$ cat config.mk
export PLATFORM = sky130hd
export DESIGN_NAME = pause_dim
export DESIGN_NICKNAME = d
export VERILOG_FILES = /design/src/rtl/pause_pkg.sv /design/src/rtl/sec_tick.sv /design/src/rtl/pause_dim.sv
export SDC_FILE = /design/constraint.sdc
export NUM_CORES = 1
export LEC_CHECK = 0
export ABC_AREA = 0
export CAP_MARGIN = 20
export CORE_AREA = 2 2 76 60
export CTS_CLUSTER_SIZE = 28
export DETAILED_ROUTE_END_ITERATION = 7
export DIE_AREA = 0 0 78 62
export PLACE_DENSITY = 0.82
export SLEW_MARGIN = 10
export SYNTH_ARGS = -nofsm -noshare
export SYNTH_HDL_FRONTEND = slang
export SYNTH_HIERARCHICAL = 1
export SYNTH_SLANG_ARGS = --single-unit
$ cat constraint.sdc
create_clock -name clk_sys -period 3.6 [get_ports clk_sys]
set_clock_uncertainty 0.2 [all_clocks]
set_input_delay 0.36 -clock clk_sys [delete_from_list [all_inputs] [get_ports clk_sys]]
set_output_delay 0.36 -clock clk_sys [all_outputs]
set_load 0.02 [all_outputs]
$ cat src/rtl/pause_pkg.sv
// Shared FSM encoding and timing constants for the pause/dim block.
package pause_pkg;

  typedef enum logic [1:0] {
    ST_RUN    = 2'd0,
    ST_PAUSED = 2'd1,
    ST_DIMMED = 2'd2
  } state_t;

  localparam int CYCLES_PER_MHZ = 1_000_000;

endpackage

$ cat src/rtl/sec_tick.sv
// One-second prescaler: emits a single-cycle tick every TICK_CYCLES enabled cycles.
module sec_tick
  import pause_pkg::*;
#(
  parameter int CLKSPD      = 24,
  parameter int TICK_CYCLES = CLKSPD * CYCLES_PER_MHZ,
  localparam int CW         = (TICK_CYCLES > 1) ? $clog2(TICK_CYCLES) : 1
) (
  input  logic clk_sys,
  input  logic reset,
  input  logic enable,
  output logic tick
);

  logic [CW-1:0] count_q;
  logic [CW-1:0] count_d;
  logic          wrap;

  assign wrap = (count_q == CW'(TICK_CYCLES - 1));
  assign tick = enable & wrap;

  // Disabled means held at zero, so every pause starts a fresh second.
  always_comb begin
    count_d = count_q;
    if (!enable) begin
      count_d = '0;
    end else if (wrap) begin
      count_d = '0;
    end else begin
      count_d = count_q + CW'(1);
    end
  end

  always_ff @(posedge clk_sys or posedge reset) begin
    if (reset) begin
      count_q <= '0;
    end else begin
      count_q <= count_d;
    end
  end

endmodule

$ cat src/rtl/pause_dim.sv
// Core pause controller: merges pause sources into pause_cpu and halves the
// video intensity after DIM_SECONDS of uninterrupted pause.
module pause_dim
  import pause_pkg::*;
#(
  parameter int RW          = 4,
  parameter int GW          = 4,
  parameter int BW          = 4,
  parameter int CLKSPD      = 24,
  parameter int DIM_SECONDS = 10,
  // Override for a shorter second; defaults to one real second of clk_sys.
  parameter int TICK_CYCLES = CLKSPD * CYCLES_PER_MHZ,
  localparam int PW         = RW + GW + BW,
  localparam int SW         = (DIM_SECONDS > 0) ? $clog2(DIM_SECONDS + 1) : 1
) (
  input  logic          clk_sys,
  input  logic          reset,
  input  logic          user_button,
  input  logic          pause_request,
  input  logic          OSD_STATUS,
  input  logic [1:0]    options,
  input  logic [PW-1:0] rgb_in,
  output logic          pause_cpu,
  output logic [PW-1:0] rgb_out,
  output state_t        dbg_state_o,
  output logic [SW-1:0] dbg_seconds_o
);

  localparam logic [SW-1:0] SEC_MAX = SW'(DIM_SECONDS);

  logic          btn_q;
  logic          user_pause_q, user_pause_d;
  logic          pause_cpu_q, pause_cpu_d;
  state_t        state_q, state_d;
  logic [SW-1:0] seconds_q, seconds_d;
  logic [PW-1:0] rgb_out_q, rgb_out_d;
  logic [PW-1:0] rgb_dim;
  logic          tick;

  sec_tick #(
    .CLKSPD      (CLKSPD),
    .TICK_CYCLES (TICK_CYCLES)
  ) u_sec_tick (
    .clk_sys (clk_sys),
    .reset   (reset),
    .enable  (state_q != ST_RUN),
    .tick    (tick)
  );

  // Each channel shifted right by one; the vacated MSB fills with zero.
  assign rgb_dim = {rgb_in[RW+GW +: BW] >> 1,
                    rgb_in[RW    +: GW] >> 1,
                    rgb_in[0     +: RW] >> 1};

  always_comb begin
    user_pause_d = user_pause_q ^ (user_button & ~btn_q);
    pause_cpu_d  = user_pause_q | pause_request | (options[0] & OSD_STATUS);

    state_d = state_q;
    case (state_q)
      ST_RUN:    if (pause_cpu_q) state_d = ST_PAUSED;
      ST_PAUSED: if ((seconds_q == SEC_MAX) && options[1]) state_d = ST_DIMMED;
      ST_DIMMED: if (!options[1]) state_d = ST_PAUSED;
      default:   state_d = ST_RUN;
    endcase
    if (!pause_cpu_q) state_d = ST_RUN;

    seconds_d = seconds_q;
    case (state_q)
      ST_RUN:    seconds_d = '0;
      ST_PAUSED: if (tick && (seconds_q != SEC_MAX)) seconds_d = seconds_q + SW'(1);
      default:   seconds_d = seconds_q;
    endcase

    rgb_out_d = (state_q == ST_DIMMED) ? rgb_dim : rgb_in;
  end

  always_ff @(posedge clk_sys or posedge reset) begin
    if (reset) begin
      btn_q        <= 1'b0;
      user_pause_q <= 1'b0;
      pause_cpu_q  <= 1'b0;
      state_q      <= ST_RUN;
      seconds_q    <= '0;
      rgb_out_q    <= '0;
    end else begin
      btn_q        <= user_button;
      user_pause_q <= user_pause_d;
      pause_cpu_q  <= pause_cpu_d;
      state_q      <= state_d;
      seconds_q    <= seconds_d;
      rgb_out_q    <= rgb_out_d;
    end
  end

  assign pause_cpu     = pause_cpu_q;
  assign rgb_out       = rgb_out_q;
  assign dbg_state_o   = state_q;
  assign dbg_seconds_o = seconds_q;

endmodule

==> impl_metrics.py, run 1 <==
metrics = {
    "job": {
        "cap_viol_max_count": 0,
    },
    "die": {
        "initial_core_util_pct": 53.1,
        "die_width_um": 78,
        "num_io_pins": 38,
        "fp.dieH_um": 62,
        "core_area_mm2": 0.00420,
        "die_area_mm2": 0.00484,
        "placementRows": 21,
    },
    "logic_synthesis": {
        "avgSynthCellArea_um2": 10.7,
        "ys_seq_elements": 46,
        "synth_edf_count": 0,
        "synthDistinctLibCells": 42,
        "synth_fp_nets": 231,
        "synth_cells": 209,
        "async_flop_share_pct": 100,
        "synth_area_mm2": 0.00223,
        "yosysWarningCount": 6,
        "ys_seq_area_share_pct": 51.5,
        "synthFlopType": "dfrtp_1",
    },
    "min_path": {
        "min_path_type": "in -> async",
    },
    "placement": {
        "pre_cts_ws_ns": 0.961,
        "place.gp.congestion": 0.775,
        "hpwl_mm": 2.97,
        "port_buffers": 37,
    },
    "drt": {
        "ant_nets": 0,
        "num_vias": 1658,
        "drtPass1Iterations": 4,
        "drt_iter0_drc": 67,
        "vias_per_cell": 5.42,
        "drc": 0,
        "finalWirelength_mm": 4.22,
        "post_drt_wl_per_cell_um": 13.8,
    },
    "worst_setup_path": {
        "cp_max_fo": 7,
        "critical_path.max_stage_delay_ns": 0.53,
        "cp_slowest_cell": "or3_2",
        "cp-start-kind": "flop",
        "r2r_cells": 7,
        "arrival_ns": 2.70,
        "crit_type": "reg -> reg",
        "crit_required_ns": 3.62,
        "crit_chain": "ha_1 -> nand2_1 -> or3_2 -> nor3_1 -> nand4_1 -> or3_1 -> o21ai_0",
        "endpoint_kind": "flop",
    },
    "clocking": {
        "root_buffer": "clkbuf_8",
        "path_clk_slew_ns": 0.09,
        "htree_levels": 2,
        "insertion_delay_ns": 0.31,
        "clockBufferDepth": 2,
        "cts_resized": 0,
        "cts_sinks": 46,
        "cts_setup_buffers": 0,
        "cts_hold_buf": 0,
        "cts_tree": "done",
        "cts_buffers": 5,
    },
    "timing": {
        "finalHoldViolCount": 0,
        "relSlewSlack_pct": 48.3,
        "final.setup.worst_slack_ns": 0.917,
        "fin_crit_sh_pct": 74.5,
        "setup_tns_ns": 0,
        "max_freq_mhz": 373,
        "holdWs_ns": 0.0961,
        "rsz0062_at_grt": "false",
        "period_needed_ns": 2.68,
        "slew_violations": 0,
        "tightest_slew_ns": 0.775,
        "setup_viol": 0,
    },
    "pwr": {
        "peakVddDrop_uv": 364,
        "p_leak_nw": 1.19,
        "p_per_area_mw_per_mm2": 405,
    },
    "global_routing": {
        "grt_util_all_layers_pct": 18.8,
        "grt.overflow.total": 0,
        "grt_pass1_vias": 1478,
        "grt_pass1_wl_mm": 6.88,
        "grt_max_degree": 26,
        "antenna_found_initial": 0,
    },
    "layout": {
        "drive_above_1_share_pct": 10.4,
        "nets": 270,
        "antenna-diode-count": 0,
        "area_delta_synth_final_pct": 23.2,
    },
    "run_status": {
        "status": "completed",
    },
}
==> state kept, by name, summed over array words and instances, names as in the netlist <==
register / flops
pause_cpu: 1
rgb_out: 12
dbg_state_o: 2
btn_q: 1
user_pause_q: 1
dbg_seconds_o: 4
u_sec_tick/count_q: 25
==> report_power, final <==
part           internal [mW]  switching, mW  leakage [nW]  total [mW]
registers              0.558         0.0405         0.596       0.599
logic                 0.0895          0.100         0.548       0.190
clock network          0.140          0.188        0.0447       0.328
total                  0.788          0.328          1.19        1.12
==> logic make-up (layout without fill, tap and decap cells) <==
family / after synthesis / after routing / share of synthesized area (%)
mux: 10 / 10 / 5.99
xor+xnor: 12 / 12 / 4.71
flops: 46 / 46 / 51.5
simple gates: 82 / 82 / 21.5
fa+ha+maj: 3 / 3 / 1.68
compound gates: 37 / 37 / 10.3
buf+inv: 19 / 59 / 4.31
==> final timing paths <==
kind,from,endpoint,slack (ns)
max reg2reg,u_sec_tick/count_q[0],dbg_seconds_o[3],0.92
max in group asynchronous,reset,dbg_seconds_o[3],2.39
min,reset,u_sec_tick/count_q[1],0.1
max,u_sec_tick/count_q[0],dbg_seconds_o[3],0.92
min reg2reg,u_sec_tick/count_q[0],u_sec_tick/count_q[0],0.27
min in group clk_sys,u_sec_tick/count_q[0],u_sec_tick/count_q[0],0.27
==> layout by cell type (no fill, tap or decap), types with 4 or more instances in the layout <==
cell type	synthesis	routed
clkbuf_8	0	5
nor3_1	5	5
clkdlybuf4s50_1	0	37
or3_1	9	9
xnor2_1	10	10
nor2_1	19	19
or4_1	4	4
mux2_4	6	6
o21ai_0	11	10
dfrtp_1	46	46
inv_1	12	12
a21oi_1	13	13
and2_1	4	4
nand2_1	11	11
nand3_1	9	9
nand4_1	4	4
==> cell type report <==
class / count / area (µm²)
fill: 326 / 1450
multi-input combinational: 144 / 986
clock inverter: 3 / 25.0
tap: 57 / 71.3
inverter: 12 / 45.0
timing repair buffer: 39 / 405
clock buffer: 5 / 68.8
sequential: 46 / 1150
==> metrics by stage <==
step / instance area (µm²) / total power [mW] / utilization (%) / std cells
finish: 2750 / 1.12 / 65.5 / 306
global route: 2750 / 1.17 / 65.5 / 306
CTS: 2730 / 1.12 / 64.8 / 305
detailed placement: 2630 / 0.795 / 62.6 / 297
global placement: 2630 / 0.786 / 62.6 / 297
floorplan: 2230 / 0.721 / - / 209
==> cells in the mapped netlist (3+ instances only) <==
cell type	number	area, µm²
nand3_1	9	45.0
nor3_1	5	25.0
buf_6	3	33.8
o21ai_0	11	55.1
and3_1	3	18.8
nand4_1	4	25.0
and2_1	4	25.0
nor2_1	19	71.3
dfrtp_1	46	1150
nor4_1	3	18.8
or4_1	4	30.0
or3_1	9	56.3
xnor2_1	10	87.6
mux2_4	6	90.1
o31ai_1	3	22.5
inv_1	12	45.0
a21oi_1	13	65.1
nand2_1	11	41.3
mux2_2	3	33.8
ha_1	3	37.5
==> per-layer routing <==
layer	vias to the layer above	GRT usage, %	wire, µm	part of all wire [%]
li1	823	-	-	-
met4	0	9.52	55	1.3
met2	25	27.1	1890	45
met5	-	0	0	0
met1	805	27.3	2120	50
met3	5	3.90	150	3.6
==> worst max-delay path: cells and delay by family, from the launching register on <==
family,cells,cell delay (ns)
and+or+nand+nor,5,1.72
AOI/OAI and AO/OA,1,0.09
DFF,1,0.38
adders and majority gates,1,0.21
(Power assumes the default switching activity.)
==> run 2: changes to the inputs <==
--- a/config.mk
+++ b/config.mk
@@ -7,11 +7,11 @@
 export LEC_CHECK = 0
 export ABC_AREA = 0
 export CAP_MARGIN = 20
-export CORE_AREA = 2 2 76 60
+export CORE_AREA = 2 2 79 62
 export CTS_CLUSTER_SIZE = 28
 export DETAILED_ROUTE_END_ITERATION = 7
-export DIE_AREA = 0 0 78 62
-export PLACE_DENSITY = 0.82
+export DIE_AREA = 0 0 81 64
+export PLACE_DENSITY = 0.77
 export SLEW_MARGIN = 10
 export SYNTH_ARGS = -nofsm -noshare
 export SYNTH_HDL_FRONTEND = slang
==> constraint.sdc (replaced) <==
create_clock -name clk_sys -period 2.7 [get_ports clk_sys]
set_clock_uncertainty 0.2 [all_clocks]
set_input_delay 0.27 -clock clk_sys [delete_from_list [all_inputs] [get_ports clk_sys]]
set_output_delay 0.27 -clock clk_sys [all_outputs]
set_load 0.02 [all_outputs]
==> run 2 against run 1 <==
Global-route usage grew 0.46 points. Count of clock-buffer cells in the layout grew 1. Combinational power grew 35%. Flip-flop and latch count is the same. Wire length grew 2.2%. Clock power grew 54%. Sequential power grew 33%. Worst setup slack lost 0.60 ns. Die area grew 7.2%. Utilization shrank 1.9 points. Sequential share of layout area shrank 0.32 points. Worst hold slack gained 0.052 ns. Critical path type unchanged. Largest cell class unchanged. Highest routed layer unchanged.
==> impl_metrics.py, run 2 (same netlist as run 1, synthesis figures left out) <==
metrics = {
    "worst_setup_path": {
        "cp-start-kind": "flop",
        "endpoint_kind": "flop",
        "arrival_ns": 2.40,
        "critPathLaunch": "u_sec_tick/count_q[0]",
        "crit-reg2reg-launch": "u_sec_tick/count_q[0]",
        "crit_type": "reg -> reg",
        "r2r_cells": 8,
        "crit_required_ns": 2.72,
        "critPathCapture": "dbg_seconds_o[3]",
        "cp_max_fo": 7,
        "r2r_end": "dbg_seconds_o[3]",
        "reg2reg_slack_ns": 0.32,
    },
    "die": {
        "num_io_pins": 38,
        "initial_core_util_pct": 51.2,
        "die_width_um": 81,
        "fp.dieH_um": 64,
        "placementRows": 21,
        "core_area_mm2": 0.00436,
        "die_area_mm2": 0.00518,
    },
    "clocking": {
        "htree_levels": 2,
        "cts_tree": "done",
        "cts_buffers": 5,
        "insertion_delay_ns": 0.29,
        "path_clk_slew_ns": 0.08,
        "cts_setup_buffers": 0,
        "cts_hold_buf": 0,
        "clockBufferDepth": 2,
        "cts_sinks": 46,
        "cts_resized": 0,
        "root_buffer": "clkbuf_8",
    },
    "layout": {
        "nets": 273,
        "ff_latch_area_mm2": 0.00115,
        "utilization_pct": 63.6,
        "antenna-diode-count": 0,
        "largest_reg_flops": 25,
        "multi_input_area_um2": 986,
        "nFillCells": 354,
        "area_delta_synth_final_pct": 24.2,
        "drive_above_1_share_pct": 11.2,
        "largest_register": "u_sec_tick/count_q",
        "final_cell_mix": "dfrtp_1 (46), clkdlybuf4s50_1 (37), nor2_1 (19)",
        "final_common_cell": "dfrtp_1",
    },
    "drt": {
        "ant_nets": 0,
        "drc": 0,
        "drt_iter0_drc": 121,
        "vias_per_cell": 5.44,
        "post_drt_wl_per_cell_um": 14.0,
        "drtPass1Iterations": 5,
        "finalWirelength_mm": 4.31,
        "num_vias": 1677,
    },
    "timing": {
        "holdWs_ns": 0.148,
        "relSlewSlack_pct": 48.7,
        "setup_tns_ns": 0,
        "fin_crit_sh_pct": 88.1,
        "slew_violations": 0,
        "final.setup.worst_slack_ns": 0.321,
        "finalHoldViolCount": 0,
        "rsz0062_at_grt": "false",
        "max_freq_mhz": 420,
        "period_needed_ns": 2.38,
        "setup_viol": 0,
        "tightest_slew_ns": 0.769,
    },
    "job": {
        "cap_viol_max_count": 0,
    },
    "global_routing": {
        "met3_usage_pct": 4.24,
        "grt_pass1_wl_mm": 7.65,
        "grt_pass1_vias": 1615,
        "grt_util_all_layers_pct": 19.2,
        "met1_usage_pct": 27.1,
        "grt.overflow.total": 0,
        "grt_max_degree": 26,
        "grt_use_met2_pct": 29.1,
        "busiest_layer": "met2",
        "antenna_found_initial": 0,
    },
    "pwr": {
        "p_leak_nw": 1.21,
        "p_per_area_mw_per_mm2": 563,
        "peakVddDrop_uv": 458,
    },
    "placement": {
        "port_buffers": 37,
        "pre_cts_ws_ns": 0.319,
        "hpwl_mm": 3.26,
        "place.gp.congestion": 0.823,
    },
    "run_status": {
        "status": "completed",
    },
    "min_path": {
        "min_path_type": "in -> async",
    },
}
## run 2: cell types whose count changed in the layout (fill, tap and decap cells not counted)
| cell | delta |
|---|---|
| clkbuf_8 | +1 |
| bufinv_16 | +1 |
| buf_4 | +4 |
| clkinvlp_4 | -1 |
| buf_16 | -1 |
| clkinv_4 | -1 |
| inv_6 | -1 |
## run 2: final cells by class
class | count | area share [%]
sequential | 46 | 41.5
multi-input combinational | 144 | 35.5
timing repair buffer | 42 | 14.7
clock buffer | 6 | 2.98
tap | 57 | 2.57
inverter | 12 | 1.62
clock inverter | 1 | 1.08
## run 2: critical path: stages, from the launching register on
cell	delay [ns]
dfrtp_1	0.37
ha_1	0.20
nand2_1	0.14
or3_2	0.52
nor3_1	0.19
buf_4	0.16
nand4_1	0.10
or3_1	0.35
o21ai_0	0.07
## run 2: power breakdown
part | internal, mW | leakage, nW | switching, mW
Sequential | 0.744 | 0.596 | 0.0536
Combinational | 0.125 | 0.555 | 0.132
Clock | 0.296 | 0.0573 | 0.210
Total | 1.16 | 1.21 | 0.396
## run 2: worst min-delay path by stage
stage	from	end	slack [ns]	cells past startpoint
after floorplan	reset	btn_q	0.05	1
after global routing	reset	u_sec_tick/count_q[12]	0.24	3
after CTS	reset	u_sec_tick/count_q[12]	0.16	3
after detailed placement	u_sec_tick/count_q[0]	u_sec_tick/count_q[0]	0.26	1
final	reset	u_sec_tick/count_q[12]	0.15	3
after global placement	u_sec_tick/count_q[0]	u_sec_tick/count_q[0]	0.24	1
## run 2: per-layer routing
metal  wire length, µm  part of all wire, %  vias up
met2              2130                   49       26
met1              1990                   46      828
li1                  -                    -      819
met3               144                  3.3        4
met5                 0                    0        -
met4                46                  1.1        0
## run 2: metrics by stage
stage	std cells	total power, mW	cell area (µm²)
2_1_floorplan	209	0.961	2230
3_3_place_gp	301	1.06	2660
3_5_place_dp	301	1.07	2660
5_1_grt	308	1.65	2770
6_report	308	1.56	2770
4_1_cts	308	1.58	2770
==> run 3: changes to the inputs <==
--- a/config.mk
+++ b/config.mk
@@ -7,11 +7,11 @@
 export LEC_CHECK = 0
 export ABC_AREA = 0
 export CAP_MARGIN = 20
-export CORE_AREA = 2 2 79 62
+export CORE_AREA = 2 2 69 71
 export CTS_CLUSTER_SIZE = 28
 export DETAILED_ROUTE_END_ITERATION = 7
-export DIE_AREA = 0 0 81 64
-export PLACE_DENSITY = 0.77
+export DIE_AREA = 0 0 71 73
+export PLACE_DENSITY = 0.76
 export SLEW_MARGIN = 10
 export SYNTH_ARGS = -nofsm -noshare
 export SYNTH_HDL_FRONTEND = slang
==> run 3 against run 2 <==
Clock power increased by 20%. Sequential power about the same. Combinational power decreased by 2%. Count of clock-buffer cells in the layout decreased by 1. Via count decreased by 1.2%. Die area about the same. Final cell count decreased by 0.65%. Utilization decreased by 2.0 points. Cell area increased by 0.77%. Largest cell class unchanged. Largest power group unchanged.
==> impl_metrics.py, run 3 (same netlist as run 1, synthesis figures left out) <==
metrics = {
    "worst_setup_path": {
        "crit_required_ns": 2.72,
        "worst-path-buf-inv": 1,
        "critical_path.max_stage_delay_ns": 0.52,
        "r2r_cells": 8,
        "r2r_end": "dbg_seconds_o[3]",
        "cpLargestDelayFamily": "simple AND/OR/NAND/NOR gates",
        "cp_max_fo": 7,
        "cp-start-kind": "flop",
        "reg2reg_slack_ns": 0.25,
        "crit-reg2reg-launch": "u_sec_tick/count_q[0]",
        "crit_chain": "ha_1 -> nand2_1 -> or3_2 -> nor3_1 -> buf_4 -> nand4_1 -> or3_1 -> o21ai_0",
        "arrival_ns": 2.47,
        "endpoint_kind": "flop",
        "crit_type": "reg -> reg",
        "cp_slowest_cell": "or3_2",
    },
    "layout": {
        "nets": 273,
        "drive_above_1_share_pct": 11.5,
        "largest_register": "u_sec_tick/count_q",
        "final_cell_mix": "dfrtp_1 (46), clkdlybuf4s50_1 (37), nor2_1 (19)",
        "stdcell_count": 306,
        "antenna-diode-count": 0,
        "finalInstanceArea_mm2": 0.00280,
        "largest_reg_flops": 25,
        "final_common_cell": "dfrtp_1",
        "area_delta_synth_final_pct": 25.2,
    },
    "drt": {
        "num_vias": 1657,
        "drtPass1Iterations": 4,
        "vias_per_cell": 5.42,
        "post_drt_wl_per_cell_um": 13.3,
        "finalWirelength_mm": 4.07,
        "drc": 0,
        "drt_iter0_drc": 63,
        "ant_nets": 0,
    },
    "timing": {
        "holdWs_ns": 0.135,
        "finalHoldViolCount": 0,
        "period_needed_ns": 2.45,
        "max_freq_mhz": 409,
        "rsz0062_at_grt": "false",
        "setup_viol": 0,
        "slew_violations": 0,
        "relSlewSlack_pct": 47.6,
        "fin_crit_sh_pct": 90.6,
        "setup_tns_ns": 0,
        "tightest_slew_ns": 0.785,
    },
    "pwr": {
        "p_leak_nw": 1.22,
        "peakVddDrop_uv": 359,
        "p_per_area_mw_per_mm2": 591,
    },
    "global_routing": {
        "grt_util_all_layers_pct": 17.9,
        "antenna_found_initial": 0,
        "grt_max_degree": 26,
        "grt_pass1_wl_mm": 7.36,
        "grt.overflow.total": 0,
        "grt_pass1_vias": 1627,
    },
    "clocking": {
        "cts_sinks": 46,
        "cts_setup_buffers": 0,
        "clockBufferDepth": 2,
        "cts_tree": "done",
        "cts_resized": 0,
        "htree_levels": 2,
        "cts_hold_buf": 0,
        "path_clk_slew_ns": 0.09,
        "cts_buffers": 5,
        "insertion_delay_ns": 0.30,
        "root_buffer": "clkbuf_8",
    },
    "die": {
        "die_area_mm2": 0.00518,
        "die_width_um": 71,
        "core_area_mm2": 0.00454,
        "initial_core_util_pct": 49.2,
        "num_io_pins": 38,
        "placementRows": 25,
        "fp.dieH_um": 73,
    },
    "run_status": {
        "status": "completed",
    },
    "job": {
        "cap_viol_max_count": 0,
    },
    "min_path": {
        "min_path_type": "in -> async",
    },
    "placement": {
        "dp_cells": 298,
        "port_buffers": 37,
        "hpwl_mm": 3.00,
        "place.gp.congestion": 0.835,
        "placedInstanceArea_mm2": 0.00266,
    },
}
run 3: layout make-up:
type,count,area [µm²]
Clock buffer,5,68.8
Clock inverter,3,68.8
Fill cell,362,1740
Inverter,12,45.0
Multi-Input combinational cell,144,986
Sequential cell,46,1150
Tap cell,54,67.6
Timing Repair Buffer,42,408
run 3: how the worst max path moves through the flow:
stage	startpoint	to	cells after the start
floorplan	u_sec_tick/count_q[0]	dbg_seconds_o[3]	7
global placement	u_sec_tick/count_q[0]	dbg_seconds_o[3]	8
detailed placement	u_sec_tick/count_q[0]	dbg_seconds_o[3]	8
CTS	u_sec_tick/count_q[0]	dbg_seconds_o[3]	8
finish	u_sec_tick/count_q[0]	dbg_seconds_o[3]	8
global route	u_sec_tick/count_q[0]	dbg_seconds_o[3]	8
run 3: worst min-delay path, cell delays in order:
cell and delay, ns:
clkdlybuf4s50_1 0.41, inv_1 0.06, buf_4 0.30
run 3: through the flow:
step	power, mW	util, %	worst slack [ns]
floorplan	0.961	-	0.325
global placement	1.06	58.6	0.329
detailed placement	1.07	58.6	0.243
CTS	1.68	61.6	0.226
global route	1.74	61.6	0.0532
finish	1.65	61.6	0.253
run 3: power by group:
| group | internal [mW] | total, mW | switching, mW |
|---|---|---|---|
| Sequential | 0.744 | 0.796 | 0.0519 |
| Combinational | 0.124 | 0.252 | 0.129 |
| Clock | 0.371 | 0.605 | 0.234 |
| Total | 1.24 | 1.65 | 0.415 |
run 3: per-layer routing:
layer | up-vias | track usage [%] | share of wire (%)
met3 | 6 | 6.22 | 5.9
li1 | 827 | - | -
met4 | 0 | 6.71 | 1.5
met1 | 786 | 23.0 | 45
met2 | 38 | 28.2 | 48
met5 | - | 0 | 0
